<file path="src/rtl/coeff_seq_pkg.sv">
// Shared types and constants for the coefficient sequencer.
//   seq_state_e : sequencer FSM states (IDLE, RUN)
//   MODE_*      : encodings of the mode input
package coeff_seq_pkg;

  typedef enum logic {
    IDLE = 1'b0,
    RUN  = 1'b1
  } seq_state_e;

  localparam logic MODE_DIRECT = 1'b0;
  localparam logic MODE_SEQ    = 1'b1;

endpackage

</file>
<file path="src/rtl/coeff_bank.sv">
// Coefficient register file: NUM_COEFF x COEFF_W, one write port, one
// combinational read port, async clear to zero.
//   Clock, GlobalReset_n : clock, async active-low reset
//   wr_en/wr_addr/wr_data: write port; out-of-range addresses are dropped
//   rd_addr              : read index
//   rd_data_c            : combinational read data, zero when out of range
module coeff_bank
  import coeff_seq_pkg::*;
#(
  parameter  int unsigned NUM_COEFF = 11,
  parameter  int unsigned COEFF_W   = 32,
  localparam int unsigned AW        = $clog2(NUM_COEFF)
) (
  input  logic               Clock,
  input  logic               GlobalReset_n,
  input  logic               wr_en,
  input  logic [AW-1:0]      wr_addr,
  input  logic [COEFF_W-1:0] wr_data,
  input  logic [AW-1:0]      rd_addr,
  output logic [COEFF_W-1:0] rd_data_c
);

  // One extra bit so NUM_COEFF itself is representable when it is 2**AW.
  localparam logic [AW:0] NUM_LIM = (AW+1)'(NUM_COEFF);

  logic [COEFF_W-1:0] mem [NUM_COEFF];
  logic               wr_ok_c;
  logic               rd_ok_c;

  assign wr_ok_c = ({1'b0, wr_addr} < NUM_LIM);
  assign rd_ok_c = ({1'b0, rd_addr} < NUM_LIM);

  // Storage with async clear.
  always_ff @(posedge Clock or negedge GlobalReset_n) begin
    if (!GlobalReset_n) begin
      for (int i = 0; i < int'(NUM_COEFF); i++) begin
        mem[i] <= '0;
      end
    end else if (wr_en && wr_ok_c) begin
      mem[wr_addr] <= wr_data;
    end
  end

  // Read returns pre-edge contents, giving read-before-write to the caller.
  assign rd_data_c = rd_ok_c ? mem[rd_addr] : '0;

endmodule

</file>
<file path="src/rtl/coeff_sequencer.sv">
// Coefficient sequencer: direct registered select, or index-ordered streaming
// of the whole bank over valid/ready with optional wrap-around.
//   Clock, GlobalReset_n      : clock, async active-low reset
//   wr_en/wr_addr/wr_data     : bank write port
//   mode, coeff_select, start : direct/sequence control (sampled in IDLE)
//   loop                      : wrap after last beat, latched at start
//   coeff_ready               : downstream accepts current beat
//   coeff/coeff_valid/coeff_last/sel_err/busy : registered outputs
module coeff_sequencer
  import coeff_seq_pkg::*;
#(
  parameter  int unsigned NUM_COEFF = 11,
  parameter  int unsigned COEFF_W   = 32,
  localparam int unsigned AW        = $clog2(NUM_COEFF)
) (
  input  logic               Clock,
  input  logic               GlobalReset_n,
  input  logic               wr_en,
  input  logic [AW-1:0]      wr_addr,
  input  logic [COEFF_W-1:0] wr_data,
  input  logic               mode,
  input  logic [AW-1:0]      coeff_select,
  input  logic               start,
  input  logic               loop,
  input  logic               coeff_ready,
  output logic [COEFF_W-1:0] coeff,
  output logic               coeff_valid,
  output logic               coeff_last,
  output logic               sel_err,
  output logic               busy
);

  localparam logic [AW:0]   NUM_LIM  = (AW+1)'(NUM_COEFF);
  localparam logic [AW-1:0] LAST_IDX = AW'(NUM_COEFF - 1);

  seq_state_e         state_q;
  logic [AW-1:0]      idx_q;
  logic               loop_q;
  logic [AW-1:0]      idx_inc_c;
  logic [AW-1:0]      rd_addr_c;
  logic [COEFF_W-1:0] rd_data_c;
  logic               sel_oob_c;

  coeff_bank #(
    .NUM_COEFF (NUM_COEFF),
    .COEFF_W   (COEFF_W)
  ) u_bank (
    .Clock         (Clock),
    .GlobalReset_n (GlobalReset_n),
    .wr_en         (wr_en),
    .wr_addr       (wr_addr),
    .wr_data       (wr_data),
    .rd_addr       (rd_addr_c),
    .rd_data_c     (rd_data_c)
  );

  assign idx_inc_c = idx_q + AW'(1);
  assign sel_oob_c = ({1'b0, coeff_select} >= NUM_LIM);

  // Read address is the index that the next registered beat will carry.
  always_comb begin
    rd_addr_c = coeff_select;
    if (state_q == RUN) begin
      rd_addr_c = (idx_q == LAST_IDX) ? '0 : idx_inc_c;
    end else if (mode == MODE_SEQ) begin
      rd_addr_c = '0;
    end
  end

  // FSM, index counter and output register.
  always_ff @(posedge Clock or negedge GlobalReset_n) begin
    if (!GlobalReset_n) begin
      state_q     <= IDLE;
      idx_q       <= '0;
      loop_q      <= 1'b0;
      coeff       <= '0;
      coeff_valid <= 1'b0;
      coeff_last  <= 1'b0;
      sel_err     <= 1'b0;
      busy        <= 1'b0;
    end else begin
      case (state_q)
        IDLE: begin
          coeff_last <= 1'b0;
          if (mode == MODE_DIRECT) begin
            coeff       <= rd_data_c;
            coeff_valid <= 1'b1;
            sel_err     <= sel_oob_c;
            busy        <= 1'b0;
          end else begin
            sel_err <= 1'b0;
            if (start) begin
              state_q     <= RUN;
              idx_q       <= '0;
              loop_q      <= loop;
              coeff       <= rd_data_c;
              coeff_valid <= 1'b1;
              coeff_last  <= (LAST_IDX == '0);
              busy        <= 1'b1;
            end else begin
              coeff       <= '0;
              coeff_valid <= 1'b0;
              busy        <= 1'b0;
            end
          end
        end
        RUN: begin
          // Without a handshake every output simply holds.
          if (coeff_ready) begin
            if (idx_q != LAST_IDX) begin
              idx_q      <= idx_inc_c;
              coeff      <= rd_data_c;
              coeff_last <= (idx_inc_c == LAST_IDX);
            end else if (loop_q) begin
              idx_q      <= '0;
              coeff      <= rd_data_c;
              coeff_last <= 1'b0;
            end else begin
              state_q     <= IDLE;
              idx_q       <= '0;
              coeff_valid <= 1'b0;
              coeff_last  <= 1'b0;
              busy        <= 1'b0;
            end
          end
        end
      endcase
    end
  end

endmodule

</file>
<file path="config.mk">
export PLATFORM = sky130hd
export DESIGN_NAME = coeff_sequencer
export DESIGN_NICKNAME = d
export VERILOG_FILES = /design/src/rtl/coeff_seq_pkg.sv /design/src/rtl/coeff_bank.sv /design/src/rtl/coeff_sequencer.sv
export SDC_FILE = /design/constraint.sdc
export NUM_CORES = 1
export LEC_CHECK = 0
export ABC_AREA = 1
export CORE_ASPECT_RATIO = 0.75
export CORE_MARGIN = 2
export CORE_UTILIZATION = 40
export DETAILED_ROUTE_END_ITERATION = 10
export PLACE_DENSITY_LB_ADDON = 0.25
export SLEW_MARGIN = 20
export SYNTH_ARGS = -nofsm -noshare
export SYNTH_HDL_FRONTEND = slang
export SYNTH_SLANG_ARGS = --single-unit
</file>
<file path="constraint.sdc">
create_clock -name Clock -period 5.7 [get_ports Clock]
set_input_delay 1.14 -clock Clock [delete_from_list [all_inputs] [get_ports Clock]]
set_output_delay 1.14 -clock Clock [all_outputs]
set_load 0.01 [all_outputs]
</file>
==> results of run 1 <==
## how the worst min path moves through the flow
| stage | endpoint | start | cells after the start |
|---|---|---|---|
| 5_1_grt | coeff[15] | coeff[15] | 2 |
| 3_3_place_gp | u_bank.mem[196] | u_bank.mem[196] | 2 |
| 2_1_floorplan | loop_q | loop_q | 2 |
| 6_report | u_bank.mem[84] | u_bank.mem[84] | 2 |
| 4_1_cts | u_bank.mem[64] | u_bank.mem[64] | 2 |
| 3_5_place_dp | u_bank.mem[72] | u_bank.mem[72] | 2 |
## power by group through the flow
stage | clock network [mW] | logic (mW) | registers [mW]
2_1_floorplan | 0 | 3.36 | 3.84
3_3_place_gp | 0 | 4.71 | 3.89
3_5_place_dp | 0 | 4.75 | 3.91
4_1_cts | 2.92 | 4.78 | 3.87
5_1_grt | 3.05 | 5.43 | 3.95
6_report | 2.87 | 4.77 | 3.87
## layout make-up
type	instances	area, sq um
Tap cell	639	799.5
Fill cell	4649	25670
Clock inverter	16	185.2
Multi-Input combinational cell	1619	7523
Sequential cell	394	9859
Timing Repair Buffer	117	1114
Clock buffer	59	1259
Inverter	310	1164
## flip-flops by register name (all words and copies together), names as in the netlist
name and flops:
coeff_last 1, coeff 32, sel_err 1, state_q 1, loop_q 1, idx_q 4, u_bank.mem 352, coeff_valid 1
busy 1
## metal layers
metal	vias to the layer above	GRT usage (%)	part of all wire, %
met5	-	0	0
met4	0	5.031	1.8
met3	73	3.039	6.9
met2	540	34.57	44
met1	7914	33.12	48
li1	7904	-	-
## critical path: stages, from the launching register on
cell	delay, ps
sky130_fd_sc_hd__dfrtp_1	450
sky130_fd_sc_hd__inv_1	90
sky130_fd_sc_hd__ha_1	170
sky130_fd_sc_hd__nand3_2	160
sky130_fd_sc_hd__nand2_4	760
sky130_fd_sc_hd__nand2_4	540
sky130_fd_sc_hd__nand2_1	190
sky130_fd_sc_hd__nand2_1	100
sky130_fd_sc_hd__a21oi_4	560
sky130_fd_sc_hd__buf_4	350
sky130_fd_sc_hd__nand3_1	130
sky130_fd_sc_hd__nand2_1	70
## cells by family (layout without fill, tap and decap cells)
logic type	count (synthesis)	count (layout)	share of synthesized area, %
AOI/OAI and AO/OA	367	367	9.592
xor gates and xnor gates	1	1	0.04519
adders and majority gates	3	3	0.1937
buffers and inverters	507	502	10.66
DFF	394	394	50.86
and+or+nand+nor	1248	1248	28.65
## synthesized netlist by cell type, types with 2 or more instances
library cell / count / share of area (%)
sky130_fd_sc_hd__nand2_1: 767 / 15
sky130_fd_sc_hd__dfrtp_1: 394 / 51
sky130_fd_sc_hd__nand3_1: 389 / 10
sky130_fd_sc_hd__inv_1: 307 / 5.9
sky130_fd_sc_hd__o21ai_0: 296 / 7.6
sky130_fd_sc_hd__clkbuf_1: 82 / 1.6
sky130_fd_sc_hd__buf_2: 70 / 1.8
sky130_fd_sc_hd__nand3b_1: 64 / 2.5
sky130_fd_sc_hd__o21ai_1: 63 / 1.6
sky130_fd_sc_hd__buf_1: 15 / 0.29
sky130_fd_sc_hd__buf_4: 15 / 0.58
sky130_fd_sc_hd__clkbuf_2: 15 / 0.39
sky130_fd_sc_hd__nand2_2: 8 / 0.26
sky130_fd_sc_hd__nor2_1: 7 / 0.14
sky130_fd_sc_hd__nand4_4: 6 / 0.66
sky130_fd_sc_hd__nor3_1: 4 / 0.10
sky130_fd_sc_hd__a21oi_1: 3 / 0.077
sky130_fd_sc_hd__ha_1: 3 / 0.19
sky130_fd_sc_hd__inv_2: 2 / 0.039
sky130_fd_sc_hd__o211ai_1: 2 / 0.077
## per-stage QoR
stage	cells	hold slack (ps)	util, %	total power, mW	cell area (sq um)
2_1_floorplan	2520	442.6	-	7.203	19380
3_3_place_gp	3079	456.8	43.01	8.596	20460
3_5_place_dp	3079	464.1	43.01	8.657	20460
4_1_cts	3154	479.2	46.05	11.57	21900
5_1_grt	3154	496.8	46.05	12.42	21900
6_report	3154	476.0	46.05	11.51	21900
## layout by cell type, fill, tap and decap left out, types with 4 or more instances in the layout
master                            Yosys  layout
sky130_fd_sc_hd__nand2_1            767     763
sky130_fd_sc_hd__dfrtp_1            394     394
sky130_fd_sc_hd__nand3_1            389     389
sky130_fd_sc_hd__inv_1              307     307
sky130_fd_sc_hd__o21ai_0            296     296
sky130_fd_sc_hd__clkdlybuf4s50_1      0      81
sky130_fd_sc_hd__nand3b_1            64      64
sky130_fd_sc_hd__o21ai_1             63      63
sky130_fd_sc_hd__clkbuf_16            0      45
sky130_fd_sc_hd__buf_4               15      33
sky130_fd_sc_hd__clkinv_2             0      10
sky130_fd_sc_hd__clkbuf_8             0       8
sky130_fd_sc_hd__nor2_1               7       7
sky130_fd_sc_hd__nand2_2              8       7
sky130_fd_sc_hd__nand4_4              6       6
sky130_fd_sc_hd__clkbuf_1            82       6
sky130_fd_sc_hd__nand2_4              0       5
sky130_fd_sc_hd__nor3_1               4       4
sky130_fd_sc_hd__bufinv_16            0       4
==> out/results.ini, run 1 <==
[status]
outcome = completed

[pwr]
cell_internal_pwr_mw = 6.827
comb_power_share_pct = 41.4
irDropWorstVdd_uv = 424.0
power.switching_mw = 4.685
sw_frac_of_total_pct = 40.70
power_per_cell_area_nw_per_um2 = 525.6
power_frac_clock_pct = 24.9
power_leakage_nw = 10.95
seqPwrFrac_pct = 33.6

[synth]
ys.flop_type = sky130_fd_sc_hd__dfrtp_1
synth_area_per_cell_sq_um = 7.692
sequential_area_share_after_synthesis_pct = 50.86
syn_inst = 2520
ys_warn_count = 0
synth_edf_count = 0
ys_types = 28
synth_async_sr_flop_share_pct = 100.0
synth_seq_cells = 394
syn_nets = 2570
mappedNetlistArea_sq_um = 19380

[critical_path]
cp-end-kind = flip-flop
worst-setup-path-type = reg -> reg
worst_r2r_endpoint = coeff[19]
setup.reg_to_reg.worst_slack_ps = 2020
setup.worst_path.start = idx_q[0]
end_point_of_the_critical_path = coeff[19]
worst-path-max-fanout = 79
setup.worst_path.start_class = flip-flop
critical_path_required_ps = 6190
rr_startpoint = idx_q[0]
timing.reg2reg.worst_path_depth = 11
cp.arrival_ps = 4160

[clocking]
clock_sink_count = 394
clock_tree_from_tritoncts = built
clockRootBuffer = sky130_fd_sc_hd__clkbuf_16
cts_resized = 0
cts-root-to-sink-buffers = 3
cts_post_setup_buffers_inserted = 0
insertion_delay_ps = 550
cts_hold_buffers = 0
h-tree-depth = 2
clk_pin_slew_ps = 60
cts-buffers-inserted = 42

[die]
core-area_sq_um = 47570
design.die.area_sq_um = 50250
die-width_um = 258.2
die_h_um = 194.6
io-pin-count = 83
initial_utilization_pct = 40.75
std_cell_rows = 69

[placement]
detailedPlace.worstSlack_ps = 1681
place_hpwl_um = 29240
place.port_buffers = 82
place_congestion = 0.8115

[route]
wl_per_cell_um = 17.46
wl_um = 55080
postRouteAntennaNets = 0
detail_route.vias_per_cell = 5.210
num_vias = 16431
drcViolationCount = 0
drtIter0Drc = 1618
drt-pass1-iter-count = 5

[global_route]
number_of_antenna_violations_at_the_first_check_in_global_routing = 1
grt_overflow_total = 0
grt_util_all_layers_pct = 22.29
first_pass_grt_wire_length_um = 89560
grt_pass1_vias = 15874
grt_max_degree = 118

[sta]
finalSetupViolations = 0
final-hold-violation-count = 0
final_max_slew_viol_count = 0
finalWorstPathRequiredPeriod_ps = 3676
fraction_of_the_cycle_the_final_worst_path_needs_pct = 64.49
timing.final.ws_setup_ps = 2024
tns_ps = 0
setup_repair_after_global_routing_missed_its_margin = false
clock-skew-final_ps = 12.61
slew-limit-headroom_pct = 26.37
maxClockFrequency_ghz = 0.2720
timing_worst_slew_pin_value_ps = 1101

[final_layout]
nets = 2534
antennaDiodeCount = 0
final_layout_size_suffix_gt1_share_pct = 5.209
area_delta_synth_final_pct = 13.00

[min_path]
min_path_type = reg -> reg

[run]
drv_cap = 0

(Power assumes the default switching activity.)
==> run 2: changes to the inputs <==
Clock period 5.7 ns to 3.6 ns, I/O delays scaled along.
==> run 2 against run 1 <==
Net effect: combinational power grew 63%; final cell count did not move; clock skew is 1.6 ps lower; critical path depth shrank 1; largest cell class unchanged.
==> out/results.ini, run 2 (same netlist as run 1, synthesis figures left out) <==
[status]
outcome = completed  ; unchanged

[die]
core-area_sq_um = 47570  ; unchanged
design.die.area_sq_um = 50250  ; unchanged
io-pin-count = 83  ; unchanged
die-width_um = 258.2  ; unchanged
die_h_um = 194.6  ; unchanged
initial_utilization_pct = 40.75  ; unchanged
std_cell_rows = 69  ; unchanged

[pwr]
power_frac_clock_pct = 24.6  ; was 24.9%
power_leakage_nw = 10.99  ; was 10.95 nW
irDropWorstVdd_uv = 1085  ; was 424.0 uV
seqPwrFrac_pct = 33.2  ; was 33.6%
comb_power_share_pct = 42.1  ; was 41.4%
power.switching_mw = 7.540  ; was 4.685 mW
power.total_mw = 18.43  ; was 11.51 mW
cell_internal_pwr_mw = 10.89  ; was 6.827 mW
power_per_cell_area_nw_per_um2 = 837.6  ; was 525.6 nW/um^2
sw_frac_of_total_pct = 40.91  ; was 40.70%

[clocking]
h-tree-depth = 2  ; unchanged
cts_resized = 0  ; unchanged
insertion_delay_ps = 550  ; about the same
cts-buffers-inserted = 43  ; was 42
clk_pin_slew_ps = 70  ; was 60 ps
cts-root-to-sink-buffers = 3  ; unchanged
cts_hold_buffers = 0  ; unchanged
clock_sink_count = 394  ; unchanged
clock_tree_from_tritoncts = built  ; unchanged
cts_post_setup_buffers_inserted = 0  ; unchanged
clockRootBuffer = sky130_fd_sc_hd__clkbuf_16  ; unchanged

[route]
topRoutingLayerUsed = met4  ; unchanged
met2_length_um = 23920  ; was 24,000 um
drtIter0Drc = 1757  ; was 1,618
wl_per_cell_um = 17.89  ; was 17.46 um
postRouteAntennaNets = 0  ; unchanged
wl_um = 56420  ; was 55,080 um
num_vias = 16391  ; was 16,431
drt-pass1-iter-count = 6  ; was 5
wl_met3_um = 3674  ; was 3793 um
wl_met1_um = 27980  ; was 26,300 um
drcViolationCount = 0  ; unchanged
detail_route.vias_per_cell = 5.197  ; was 5.210

[critical_path]
worst-path-max-fanout = 21  ; was 79
cp.arrival_ps = 3420  ; was 4160 ps
critical_path_required_ps = 4090  ; was 6190 ps
worst-setup-path-type = reg -> reg  ; unchanged
setup.worst_path.start_class = flip-flop  ; unchanged
cp-end-kind = flip-flop  ; unchanged

[sta]
final_max_slew_viol_count = 0  ; unchanged
fin_hold_ws_ps = 49.41  ; was 476.0 ps
finalSetupViolations = 0  ; unchanged
tns_ps = 0  ; unchanged
clock-skew-final_ps = 11.05  ; was 12.61 ps
timing_worst_slew_pin_value_ps = 1113  ; was 1101 ps
timing.final.ws_setup_ps = 668.5  ; was 2024 ps
finalWorstPathRequiredPeriod_ps = 2932  ; was 3676 ps
final-hold-violation-count = 0  ; unchanged
setup_repair_after_global_routing_missed_its_margin = false  ; unchanged
fraction_of_the_cycle_the_final_worst_path_needs_pct = 81.43  ; was 64.49%
maxClockFrequency_ghz = 0.3411  ; was 0.2720 GHz
slew-limit-headroom_pct = 25.80  ; was 26.37%

[placement]
detailedPlace.worstSlack_ps = 383.6  ; was 1681 ps
place.port_buffers = 82  ; unchanged
place.detailed.instances = 3078  ; was 3,079
place_hpwl_um = 28940  ; was 29,240 um
dpl-instance-area_sq_um = 20580  ; was 20,460 sq um
place_congestion = 0.7991  ; was 0.8115

[final_layout]
final_layout_size_suffix_gt1_share_pct = 5.089  ; was 5.209%
largest_reg_flops = 352  ; unchanged
stdcell_count = 3154  ; unchanged
antennaDiodeCount = 0  ; unchanged
final_common_cell = sky130_fd_sc_hd__nand2_1  ; unchanged
largestRegisters = u_bank.mem x352, coeff x32, idx_q x4  ; unchanged
area_delta_synth_final_pct = 13.54  ; was 13.00%
nets = 2534  ; unchanged
regMostFlops = u_bank.mem  ; unchanged
finish.instance_area_sq_um = 22010  ; was 21,900 sq um
finish.utilization_pct = 46.26  ; was 46.05%
commonest_non_fill_non_tap_cells_in_the_layout = 763 x sky130_fd_sc_hd__nand2_1, 394 x sky130_fd_sc_hd__dfrtp_1, 389 x sky130_fd_sc_hd__nand3_1  ; unchanged

[global_route]
first_pass_grt_wire_length_um = 92270  ; was 89,560 um
number_of_antenna_violations_at_the_first_check_in_global_routing = 0  ; was 1
grt_max_degree = 162  ; was 118
grt_overflow_total = 0  ; unchanged
grt_pass1_vias = 16219  ; was 15,874
grt_util_all_layers_pct = 23.00  ; was 22.29%

[min_path]
min_path_type = in -> async  ; was reg -> reg

[run]
drv_cap = 0  ; unchanged

==> run 2: cell types whose count changed in the layout (fill, tap and decap cells not counted) <==
cell and change:
sky130_fd_sc_hd__clkinvlp_4 +1, sky130_fd_sc_hd__clkbuf_8 -2, sky130_fd_sc_hd__clkinv_2 -1, sky130_fd_sc_hd__clkbuf_1 +3
sky130_fd_sc_hd__buf_4 -11, sky130_fd_sc_hd__buf_12 +10
==> run 2: path summary, 6_finish.rpt <==
| path | startpoint | to | slack (ps) | cells past startpoint |
|---|---|---|---|---|
| hold reg to reg | u_bank.mem[209] | u_bank.mem[209] | 480 | 2 |
| max in group asynchronous | GlobalReset_n | coeff[24] | 2450 | 2 |
| hold / removal | GlobalReset_n | u_bank.mem[136] | 50 | 1 |
| min in group Clock | u_bank.mem[209] | u_bank.mem[209] | 480 | 2 |
| setup / recovery | idx_q[0] | coeff[18] | 670 | 10 |
| setup reg to reg | idx_q[0] | coeff[18] | 670 | 10 |
==> run 2: critical path, cell delays in order, from the launching register on <==
cell	delay, ps
sky130_fd_sc_hd__dfrtp_1	480
sky130_fd_sc_hd__inv_1	80
sky130_fd_sc_hd__ha_1	210
sky130_fd_sc_hd__nand3_2	140
sky130_fd_sc_hd__nor2_1	70
sky130_fd_sc_hd__o21ai_0	250
sky130_fd_sc_hd__nand2_1	170
sky130_fd_sc_hd__a21oi_4	840
sky130_fd_sc_hd__buf_4	400
sky130_fd_sc_hd__nand3_1	120
sky130_fd_sc_hd__nand2_1	70
==> run 2: layout make-up <==
cell class	instances	area, sq um
Multi-Input combinational cell	1619	7523
Clock inverter	16	187.7
Timing Repair Buffer	116	1231
Clock buffer	60	1242
Sequential cell	394	9859
Inverter	310	1164
Tap cell	639	799.5
Fill cell	4648	25560
==> run 2: power groups by stage <==
| stage | Sequential, mW | Clock, mW | Combinational (mW) |
|---|---|---|---|
| floorplan | 6.08 | 0 | 5.32 |
| global placement | 6.15 | 0 | 7.64 |
| CTS | 6.12 | 4.62 | 7.78 |
| global route | 6.25 | 4.80 | 8.81 |
| finish | 6.12 | 4.54 | 7.77 |
| detailed placement | 6.18 | 0 | 7.75 |
==> run 2: layer usage <==
| metal | global-route usage (%) | up-vias |
|---|---|---|
| met5 | 0 | - |
| met4 | 4.710 | 0 |
| met3 | 3.326 | 72 |
| met2 | 34.35 | 494 |
| met1 | 35.38 | 7916 |
| li1 | - | 7909 |
==> run 3: changes to the inputs <==
Clock period 3.6 ns to 3 ns, I/O delays scaled along.
==> run 3 against run 2 <==
Net effect: the run now ends with hold timing left; sequential cell count unchanged; core utilization increased by 0.69 points; die area unchanged; total power increased by 22%; clock skew increased by 5.9 ps; non-clock buffer count increased by 15; highest routed layer unchanged; critical path type unchanged; final cell count increased by 0.54%.
==> out/results.ini, run 3 (same netlist as run 1, synthesis figures left out) <==
[sta]
fraction_of_the_cycle_the_final_worst_path_needs_pct = 80.03  ; was 81.43%
timing.final.ws_setup_ps = 599.2  ; was 668.5 ps
tns_ps = 0  ; unchanged
final_max_slew_viol_count = 0  ; unchanged
clock-skew-final_ps = 16.96  ; was 11.05 ps
setup_repair_after_global_routing_missed_its_margin = false  ; unchanged
slew-limit-headroom_pct = 52.60  ; was 25.80%
maxClockFrequency_ghz = 0.4165  ; was 0.3411 GHz
timing_worst_slew_pin_value_ps = 711.0  ; was 1113 ps
final-hold-violation-count = 6  ; was 0
finalSetupViolations = 0  ; unchanged
finalWorstPathRequiredPeriod_ps = 2401  ; was 2932 ps
fin_hold_ws_ps = -17.50  ; was 49.41 ps

[route]
detail_route.vias_per_cell = 5.167  ; was 5.197
drt-pass1-iter-count = 5  ; was 6
wl_um = 55520  ; was 56,420 um
wl_per_cell_um = 17.51  ; was 17.89 um
num_vias = 16385  ; was 16,391
postRouteAntennaNets = 0  ; unchanged
drcViolationCount = 0  ; unchanged
drtIter0Drc = 1389  ; was 1,757

[clocking]
cts-root-to-sink-buffers = 3  ; unchanged
cts_resized = 0  ; unchanged
cts_post_setup_buffers_inserted = 0  ; unchanged
clockRootBuffer = sky130_fd_sc_hd__clkbuf_16  ; unchanged
cts-buffers-inserted = 43  ; unchanged
clk_pin_slew_ps = 60  ; was 70 ps
cts_hold_buffers = 0  ; unchanged
h-tree-depth = 2  ; unchanged
clock_sink_count = 394  ; unchanged
clock_tree_from_tritoncts = built  ; unchanged
insertion_delay_ps = 550  ; about the same

[final_layout]
nets = 2549  ; was 2,534
largest_reg_flops = 352  ; unchanged
commonest_non_fill_non_tap_cells_in_the_layout = 763 x sky130_fd_sc_hd__nand2_1, 394 x sky130_fd_sc_hd__dfrtp_1, 389 x sky130_fd_sc_hd__nand3_1  ; unchanged
ff_latch_area_sq_um = 9859  ; unchanged
area_delta_synth_final_pct = 15.24  ; was 13.54%
final_common_cell = sky130_fd_sc_hd__nand2_1  ; unchanged
antennaDiodeCount = 0  ; unchanged
finish.instance_area_sq_um = 22340  ; was 22,010 sq um
final_layout_size_suffix_gt1_share_pct = 5.608  ; was 5.089%
finish.utilization_pct = 46.96  ; was 46.26%
regMostFlops = u_bank.mem  ; unchanged
largestRegisters = u_bank.mem x352, coeff x32, idx_q x4  ; unchanged
stdcell_count = 3171  ; was 3,154
multi_input_area_sq_um = 7523  ; unchanged
filler_cell_count = 4674  ; was 4,648

[critical_path]
timing.critical_path.max_delay_family = simple AND/OR/NAND/NOR gates  ; was compound AO/OA/AOI/OAI gates
cp.arrival_ps = 2840  ; was 3420 ps
timing.critical_path.buf_inv = 2  ; unchanged
cp-end-kind = flip-flop  ; unchanged
timing.critical_path.mode_cell = sky130_fd_sc_hd__nand3_1  ; was sky130_fd_sc_hd__nand2_1
worst-path-max-fanout = 125  ; was 21
setup.worst_path.start_class = flip-flop  ; unchanged
max_stage_delay_ps = 460  ; was 840 ps
critical_path_required_ps = 3440  ; was 4090 ps
worst-setup-path-type = reg -> reg  ; unchanged
cpMaxStageDelayCell = sky130_fd_sc_hd__dfrtp_1  ; was sky130_fd_sc_hd__a21oi_4
path_cells = inv_1 -> ha_1 -> nand3_2 -> nand2_4 -> buf_12 -> nand3_1 -> nand3_1 -> nand3_1 -> nand2_1 -> nand2_1 -> nand3_1 -> nand2_1  ; was inv_1 -> ha_1 -> nand3_2 -> nor2_1 -> o21ai_0 -> nand2_1 -> a21oi_4 -> buf_4 -> nand3_1 -> nand2_1

[die]
std_cell_rows = 69  ; unchanged
initial_utilization_pct = 40.75  ; unchanged
die-width_um = 258.2  ; unchanged
core-area_sq_um = 47570  ; unchanged
design.die.area_sq_um = 50250  ; unchanged
die_h_um = 194.6  ; unchanged
io-pin-count = 83  ; unchanged

[status]
failed_checks = hold timing
outcome = finished, violations left  ; was completed

[run]
drv_cap = 0  ; unchanged

[placement]
detailedPlace.worstSlack_ps = 315.1  ; was 383.6 ps
place_hpwl_um = 29840  ; was 28,940 um
place.port_buffers = 82  ; unchanged
place.detailed.instances = 3093  ; was 3,078
place_congestion = 0.8201  ; was 0.7991
dpl-instance-area_sq_um = 20880  ; was 20,580 sq um

[pwr]
irDropWorstVdd_uv = 824.8  ; was 1085 uV
power_leakage_nw = 11.16  ; was 10.99 nW
power_per_cell_area_nw_per_um2 = 1004  ; was 837.6 nW/um^2
power.total_mw = 22.42  ; was 18.43 mW

[global_route]
first_pass_grt_wire_length_um = 89990  ; was 92,270 um
grt_pass1_vias = 15684  ; was 16,219
grt_overflow_total = 0  ; unchanged
grt_max_degree = 126  ; was 162
number_of_antenna_violations_at_the_first_check_in_global_routing = 0  ; unchanged
grt_util_all_layers_pct = 22.63  ; was 23.00%

[min_path]
min_path_type = in -> async  ; unchanged

run 3: power breakdown:
| group | internal [mW] | leakage [nW] | switching [mW] |
|---|---|---|---|
| Clock | 3.30 | 0.721 | 2.15 |
| Sequential | 6.60 | 5.03 | 0.800 |
| Combinational | 3.50 | 5.41 | 6.07 |
| Total | 13.4 | 11.2 | 9.02 |
run 3: cell type report:
cell class / instances / area share (%)
flip-flops and latches: 394 / 44.14
multi-input cells: 1619 / 33.68
repair buffers: 131 / 6.856
clock buffers: 69 / 5.982
inverters: 310 / 5.209
well taps: 639 / 3.579
clock inverters: 9 / 0.5545
run 3: path summary, 6_finish.rpt:
path,slack (ps),to,depth (start not counted),from
worst min-delay path,-20,u_bank.mem[137],1,GlobalReset_n
worst max-delay path,600,coeff[24],12,idx_q[0]
worst max register to register,600,coeff[24],12,idx_q[0]
min in group Clock,480,u_bank.mem[78],2,u_bank.mem[78]
max in group asynchronous,2200,u_bank.mem[123],2,GlobalReset_n
worst min register to register,480,u_bank.mem[78],2,u_bank.mem[78]
run 3: per-layer routing:
layer | global-route usage (%) | up-vias | wire, um
li1 | - | 7940 | -
met1 | 34.21 | 7884 | 26960
met2 | 34.36 | 503 | 24370
met3 | 3.599 | 58 | 3426
met4 | 4.389 | 0 | 765
met5 | 0 | - | 0
